**src/rtl/seg_pkg.sv**
```systemverilog
// Shared definitions for the seven-segment display blocks: active-low segment
// patterns (g..a), the decimal-point bit position and the monitor state type.
package seg_pkg;

    localparam logic [6:0] SEG_PAT_0     = 7'b1000000;
    localparam logic [6:0] SEG_PAT_1     = 7'b1111001;
    localparam logic [6:0] SEG_PAT_2     = 7'b0100100;
    localparam logic [6:0] SEG_PAT_3     = 7'b0110000;
    localparam logic [6:0] SEG_PAT_4     = 7'b0011001;
    localparam logic [6:0] SEG_PAT_5     = 7'b0010010;
    localparam logic [6:0] SEG_PAT_6     = 7'b0000010;
    localparam logic [6:0] SEG_PAT_7     = 7'b1111000;
    localparam logic [6:0] SEG_PAT_8     = 7'b0000000;
    localparam logic [6:0] SEG_PAT_9     = 7'b0011000;
    localparam logic [6:0] SEG_PAT_A     = 7'b0001000;
    localparam logic [6:0] SEG_PAT_B     = 7'b0000011;
    localparam logic [6:0] SEG_PAT_C     = 7'b1000110;
    localparam logic [6:0] SEG_PAT_D     = 7'b0100001;
    localparam logic [6:0] SEG_PAT_E     = 7'b0000110;
    localparam logic [6:0] SEG_PAT_F     = 7'b0001110;
    localparam logic [6:0] SEG_PAT_BLANK = 7'b1111111;

    localparam int SEG_DP_BIT = 7;

    typedef enum logic {
        SETTLING,
        CAPTURED
    } seg_mon_state_t;

endpackage

```
**src/rtl/seg_pattern_decode.sv**
```systemverilog
// Combinational decode of an active-low seven-segment pattern (g..a) back to a
// hex nibble. hit flags a hex glyph; is_blank flags the all-off pattern.
module seg_pattern_decode
    import seg_pkg::*;
(
    input  logic [6:0] pattern,
    output logic [3:0] nibble,
    output logic       hit,
    output logic       is_blank
);

    always_comb begin
        // NOTE: every output gets a default before the case so no path can leave one unassigned (no latch).
        nibble   = 4'h0;
        hit      = 1'b1;
        is_blank = 1'b0;
        case (pattern)
            SEG_PAT_0: nibble = 4'h0;
            SEG_PAT_1: nibble = 4'h1;
            SEG_PAT_2: nibble = 4'h2;
            SEG_PAT_3: nibble = 4'h3;
            SEG_PAT_4: nibble = 4'h4;
            SEG_PAT_5: nibble = 4'h5;
            SEG_PAT_6: nibble = 4'h6;
            SEG_PAT_7: nibble = 4'h7;
            SEG_PAT_8: nibble = 4'h8;
            SEG_PAT_9: nibble = 4'h9;
            SEG_PAT_A: nibble = 4'hA;
            SEG_PAT_B: nibble = 4'hB;
            SEG_PAT_C: nibble = 4'hC;
            SEG_PAT_D: nibble = 4'hD;
            SEG_PAT_E: nibble = 4'hE;
            SEG_PAT_F: nibble = 4'hF;
            SEG_PAT_BLANK: begin
                hit      = 1'b0;
                is_blank = 1'b1;
            end
            default: hit = 1'b0;
        endcase
    end

endmodule

```
**src/rtl/seg_display_monitor.sv**
```systemverilog
// Monitors a multiplexed active-low seven-segment bus, waits for each digit to
// settle and reassembles the displayed hex value. Define SEG_SYNC_EN to add a
// 2-flop input synchronizer when the bus comes from another clock domain.
module seg_display_monitor
    import seg_pkg::*;
#(
    parameter int NUM_DIGITS    = 4,
    parameter int STABLE_CYCLES = 8
) (
    input  logic                      clk,
    input  logic                      rst_n,
    input  logic [7:0]                seg_n,
    input  logic [NUM_DIGITS-1:0]     an_n,
    input  logic                      clear,
    output logic [4*NUM_DIGITS-1:0]   value,
    output logic [NUM_DIGITS-1:0]     dp,
    output logic [NUM_DIGITS-1:0]     blank,
    output logic [NUM_DIGITS-1:0]     digit_valid,
    output logic                      frame_valid,
    output logic                      bad_pattern,
    output logic                      bad_select
);

    localparam logic [7:0] LAST_COUNT = 8'(STABLE_CYCLES - 1);

    logic [7:0]            seg_in;
    logic [NUM_DIGITS-1:0] an_in;

`ifdef SEG_SYNC_EN
    logic [7:0]            seg_s1, seg_s2;
    logic [NUM_DIGITS-1:0] an_s1, an_s2;

    // Idle bus level is all ones, so the synchronizer resets there too.
    always_ff @(posedge clk or negedge rst_n) begin
        if (!rst_n) begin
            seg_s1 <= '1;
            seg_s2 <= '1;
            an_s1  <= '1;
            an_s2  <= '1;
        end else begin
            seg_s1 <= seg_n;
            seg_s2 <= seg_s1;
            an_s1  <= an_n;
            an_s2  <= an_s1;
        end
    end

    assign seg_in = seg_s2;
    assign an_in  = an_s2;
`else
    assign seg_in = seg_n;
    assign an_in  = an_n;
`endif

    logic [7:0]            seg_q;
    logic [NUM_DIGITS-1:0] an_q;
    logic [7:0]            count;
    seg_mon_state_t        state;
    logic [NUM_DIGITS-1:0] seen;

    logic [3:0]            dec_nibble;
    logic                  dec_hit;
    logic                  dec_blank;

    seg_pattern_decode u_decode (
        .pattern  (seg_q[6:0]),
        .nibble   (dec_nibble),
        .hit      (dec_hit),
        .is_blank (dec_blank)
    );

    logic                  same;
    logic [NUM_DIGITS-1:0] sel;
    logic                  multi_sel;
    logic                  do_capture;
    logic [NUM_DIGITS-1:0] wr_mask;
    logic                  set_bad_sel;
    logic                  set_bad_pat;
    logic                  seen_full;

    assign same        = ({an_in, seg_in} == {an_q, seg_q});
    assign sel         = ~an_q;
    // Clearing the lowest set bit leaves something only if two or more digits are selected.
    assign multi_sel   = (sel & (sel - NUM_DIGITS'(1))) != '0;
    assign do_capture  = (state == SETTLING) && same && (count == LAST_COUNT);
    assign wr_mask     = (do_capture && !multi_sel && (dec_hit || dec_blank)) ? sel : '0;
    assign set_bad_sel = do_capture && multi_sel;
    assign set_bad_pat = do_capture && (sel != '0) && !multi_sel && !dec_hit && !dec_blank;
    assign seen_full   = &seen;

    always_ff @(posedge clk or negedge rst_n) begin
        if (!rst_n) begin
            an_q        <= '1;
            seg_q       <= '1;
            count       <= '0;
            state       <= SETTLING;
            seen        <= '0;
            value       <= '0;
            dp          <= '0;
            blank       <= '0;
            digit_valid <= '0;
            frame_valid <= 1'b0;
            bad_pattern <= 1'b0;
            bad_select  <= 1'b0;
        end else begin
            // NOTE: non-blocking assignments so every register here samples pre-edge values.
            an_q  <= an_in;
            seg_q <= seg_in;
            if (clear) begin
                count       <= '0;
                state       <= SETTLING;
                seen        <= '0;
                value       <= '0;
                dp          <= '0;
                blank       <= '0;
                digit_valid <= '0;
                frame_valid <= 1'b0;
                bad_pattern <= 1'b0;
                bad_select  <= 1'b0;
            end else begin
                if (!same) begin
                    count <= '0;
                    state <= SETTLING;
                end else if (state == SETTLING) begin
                    if (count == LAST_COUNT) begin
                        state <= CAPTURED;
                    end else begin
                        count <= count + 8'd1;
                    end
                end

                // A capture landing in the pulse cycle starts the next frame.
                frame_valid <= seen_full;
                seen        <= (seen_full ? '0 : seen) | wr_mask;

                if (set_bad_sel) bad_select  <= 1'b1;
                if (set_bad_pat) bad_pattern <= 1'b1;

                for (int i = 0; i < NUM_DIGITS; i++) begin
                    if (wr_mask[i]) begin
                        value[4*i +: 4] <= dec_nibble;
                        blank[i]        <= dec_blank;
                        dp[i]           <= ~seg_q[SEG_DP_BIT];
                        digit_valid[i]  <= 1'b1;
                    end
                end
            end
        end
    end

endmodule

```
**config.mk**
```make
export PLATFORM = sky130hd
export DESIGN_NAME = seg_display_monitor
export DESIGN_NICKNAME = d
export VERILOG_FILES = /design/src/rtl/seg_pkg.sv /design/src/rtl/seg_pattern_decode.sv /design/src/rtl/seg_display_monitor.sv
export SDC_FILE = /design/constraint.sdc
export NUM_CORES = 1
export LEC_CHECK = 0
export CAP_MARGIN = 5
export CORE_ASPECT_RATIO = 0.7
export CORE_MARGIN = 5
export CORE_UTILIZATION = 55
export CTS_BUF_LIST = sky130_fd_sc_hd__clkbuf_2
export CTS_CLUSTER_DIAMETER = 60
export DETAILED_ROUTE_END_ITERATION = 8
export PLACE_DENSITY = 0.83
export SYNTH_ARGS = -nofsm -noshare
export SYNTH_HDL_FRONTEND = slang
export SYNTH_SLANG_ARGS = --single-unit
```
**constraint.sdc**
```tcl
create_clock -name clk -period 3.2 [get_ports clk]
set_clock_uncertainty 0.15 [all_clocks]
set_input_delay 0.48 -clock clk [delete_from_list [all_inputs] [get_ports clk]]
set_output_delay 0.48 -clock clk [all_outputs]
set_load 0.05 [all_outputs]
```
==> impl_metrics.tcl <==
set metrics [dict create \
    finalWirelength_mm 6.05 \
    cp_max_fo 14 \
    dp.cells 374 \
    syn_inst 270 \
    p_seq_frac 0.651 \
    syn_area_mm2 0.00284 \
    rsz0062_at_grt "no" \
    port_buffers 45 \
    max-slew-margin-rel 0.354 \
    root_buffer "clkbuf_2" \
    cp-start-kind "flip-flop" \
    synth_top_area_cell "dfrtp_1" \
    diodes 0 \
    timing.final.crit_share 0.930 \
    rows 21 \
    synth_edf_count 0 \
    drive_gt1_frac 0.124 \
    post_cts_resize_count 0 \
    cp-end-kind "flip-flop" \
    htreeDepth 2 \
    power_density_mw_per_mm2 335 \
    cellLeakagePower_nw 1.50 \
    clk_pin_slew_worst_paths_ns 0.29 \
    synth_ff_type "dfrtp_1" \
    fin_nets 329 \
    drv_cap 0 \
    post-dp-hpwl_mm 4.50 \
    post_drt_wl_per_cell_um 15.8 \
    dr.pass1.iters 4 \
    synthesis.nets 286 \
    grt_pass1_vias 2024 \
    crit_type "flip-flop to flip-flop" \
    overflow 0 \
    grt_pass1_wl_mm 10.0 \
    cts_buffers 5 \
    wl_met3_um 374 \
    m1WireLength_mm 2.94 \
    final_cells 383 \
    highest_layer "met4" \
    yosysMostFrequentCell "dfrtp_1" \
    hold_path_class "primary input to async pin" \
    synthArstFlopShare 1.00 \
    p_switching_w 0.000308 \
    antenna_found_initial 0 \
    hold_buffers 1 \
    viasPerCell 5.58 \
    worst_slew_pin_slew_ns 0.967 \
    p_comb_frac 0.094 \
    clkPwrFrac 0.255 \
    fin_tns_setup_ns 0 \
    start_util 0.582 \
    ys_seq_area_frac 0.498 \
    cp_data_required_time_ns 3.44 \
    synth_area_leaders "dfrtp_1 (39%), dfstp_2 (11%), mux2i_1 (9.2%)" \
    dieHeight_um 70.2 \
    worst_slack_ns 0.225 \
    status "complete, no violations" \
    drc 0 \
    clk_path_buf_depth 2 \
    die-area_mm2 0.00673 \
    place_ws_ns 0.260 \
    cts_tree "done" \
    ioPinCount 46 \
    peakVddDrop_mv 0.272 \
    synth_common_cells "dfrtp_1 (44), mux2i_1 (26), nand2b_1 (26)" \
    synth_warnings 0 \
    fill_cells 395 \
    clock_sinks 56 \
    worstPathArrival_ns 3.22 \
    drt_iter0_drc 183 \
    synth.avg_cell_area_um2 10.5 \
    whs_ns 0.274 \
    grt_max_degree 30 \
    clock.fmax_mhz 336 \
    ant_nets 0 \
    finalSetupViolCount 0 \
    maxSlewViolCount 0 \
    vias 2136 \
    track_usage 0.188 \
    area_growth_pct 20.4 \
    cts_setup_buffers 0 \
    period_minus_slack_ns 2.98 \
    routed-wl-met2_mm 2.70 \
    synth_top_area_frac 0.387 \
    hold_violations 0 \
    utilization 0.700 \
    die_w_um 95.9 \
    core_mm2 0.00489 \
    intPower_w 0.000838 \
    synth-seq-cells 56 \
    gp_congestion 0.957 \
    sw_frac_of_total 0.269 \
    synth_cell_types 44 \
    clock_latency_ns 0.45 \
]
-- metal layers --
metal | vias up | global-route usage
met5 | - | 0
met4 | 0 | 0.0252
met3 | 4 | 0.0418
met2 | 68 | 0.285
met1 | 1026 | 0.282
li1 | 1038 | -
-- power by group through the flow --
stage | clock, W | sequential, W | combinational [W]
after global routing | 0.000334 | 0.000748 | 0.000119
final | 0.000292 | 0.000745 | 0.000108
after CTS | 0.000300 | 0.000745 | 0.000109
after floorplan | 0 | 0.000739 | 0.0000717
after global placement | 0 | 0.000754 | 0.000105
after detailed placement | 0 | 0.000755 | 0.000107
-- cell usage in the layout (no fill, tap or decap), types with 2 or more instances in the layout --
master,synthesis,routed
nor2_1,23,23
xnor2_1,18,18
or3_1,2,2
or4_1,4,4
xor2_1,3,3
buf_4,0,7
dfrtp_1,44,44
nand3_1,6,6
o22ai_1,2,2
dfstp_2,12,12
o311ai_2,4,4
nand4_1,5,5
clkdlybuf4s50_1,0,44
mux2i_1,26,26
or2_2,2,2
nor3b_1,2,2
nand2_1,11,11
and3_1,4,4
nor2b_1,4,4
nor4_1,2,2
a21oi_1,16,16
clkbuf_2,0,5
nor3_1,6,6
a2111oi_0,2,2
inv_1,5,5
nand2b_1,26,26
o21ai_0,5,5
a21o_1,2,2
-- per-stage QoR --
stage	area [um2]	power, W
after floorplan	2840	0.000811
after global placement	3360	0.000859
after detailed placement	3360	0.000862
after CTS	3420	0.00115
after global routing	3420	0.00120
final	3420	0.00115
-- registers in the layout, indices dropped and copies added (netlist names) --
signal	flops
value	16
count	8
seg_q	8
an_q	4
blank	4
digit_valid	4
dp	4
seen	4
bad_pattern	1
bad_select	1
frame_valid	1
state	1
-- final cells by class --
cell class	instances	area, um2	share of cell area
Tap cell	69	86.3	0.0252
Timing Repair Buffer	53	508	0.148
Multi-Input combinational cell	192	1340	0.392
Sequential cell	56	1420	0.414
Clock buffer	5	25.0	0.00731
Clock inverter	3	27.5	0.00804
Inverter	5	18.8	0.00548
-- cells by family after synthesis --
kind of cell    Yosys count  share of synthesized area
simple gates            104                      0.209
flops                    56                      0.498
compound gates           39                     0.0986
mux                      26                     0.0915
buf+inv                  22                     0.0304
xor+xnor                 21                     0.0647
fa+ha+maj                 2                    0.00792
-- path summary, 6_finish.rpt --
kind,start,endpoint,slack (ns),depth (start not counted)
max in group asynchronous,rst_n,seg_q[3]$_DFF_PN1_,1.91,3
min in group clk,seg_n[5],seg_q[5]$_DFF_PN1_,0.31,1
setup / recovery,seg_q[5]$_DFF_PN1_,value[6]$_DFFE_PN0P_,0.22,6
setup reg to reg,seg_q[5]$_DFF_PN1_,value[6]$_DFFE_PN0P_,0.22,6
hold / removal,rst_n,value[2]$_DFFE_PN0P_,0.27,2
hold reg to reg,digit_valid[0]$_DFFE_PN0P_,digit_valid[0]$_DFFE_PN0P_,0.38,2
-- critical path, stage by stage (launching register included) --
cell and delay (ns):
dfstp_2 0.72, nand2b_1 0.18, a2111oi_0 0.07, a41o_1 0.25, nand4bb_1 0.37, o311ai_2 0.92
mux2i_1 0.27
No activity file was read; power rests on OpenSTA's default activity.
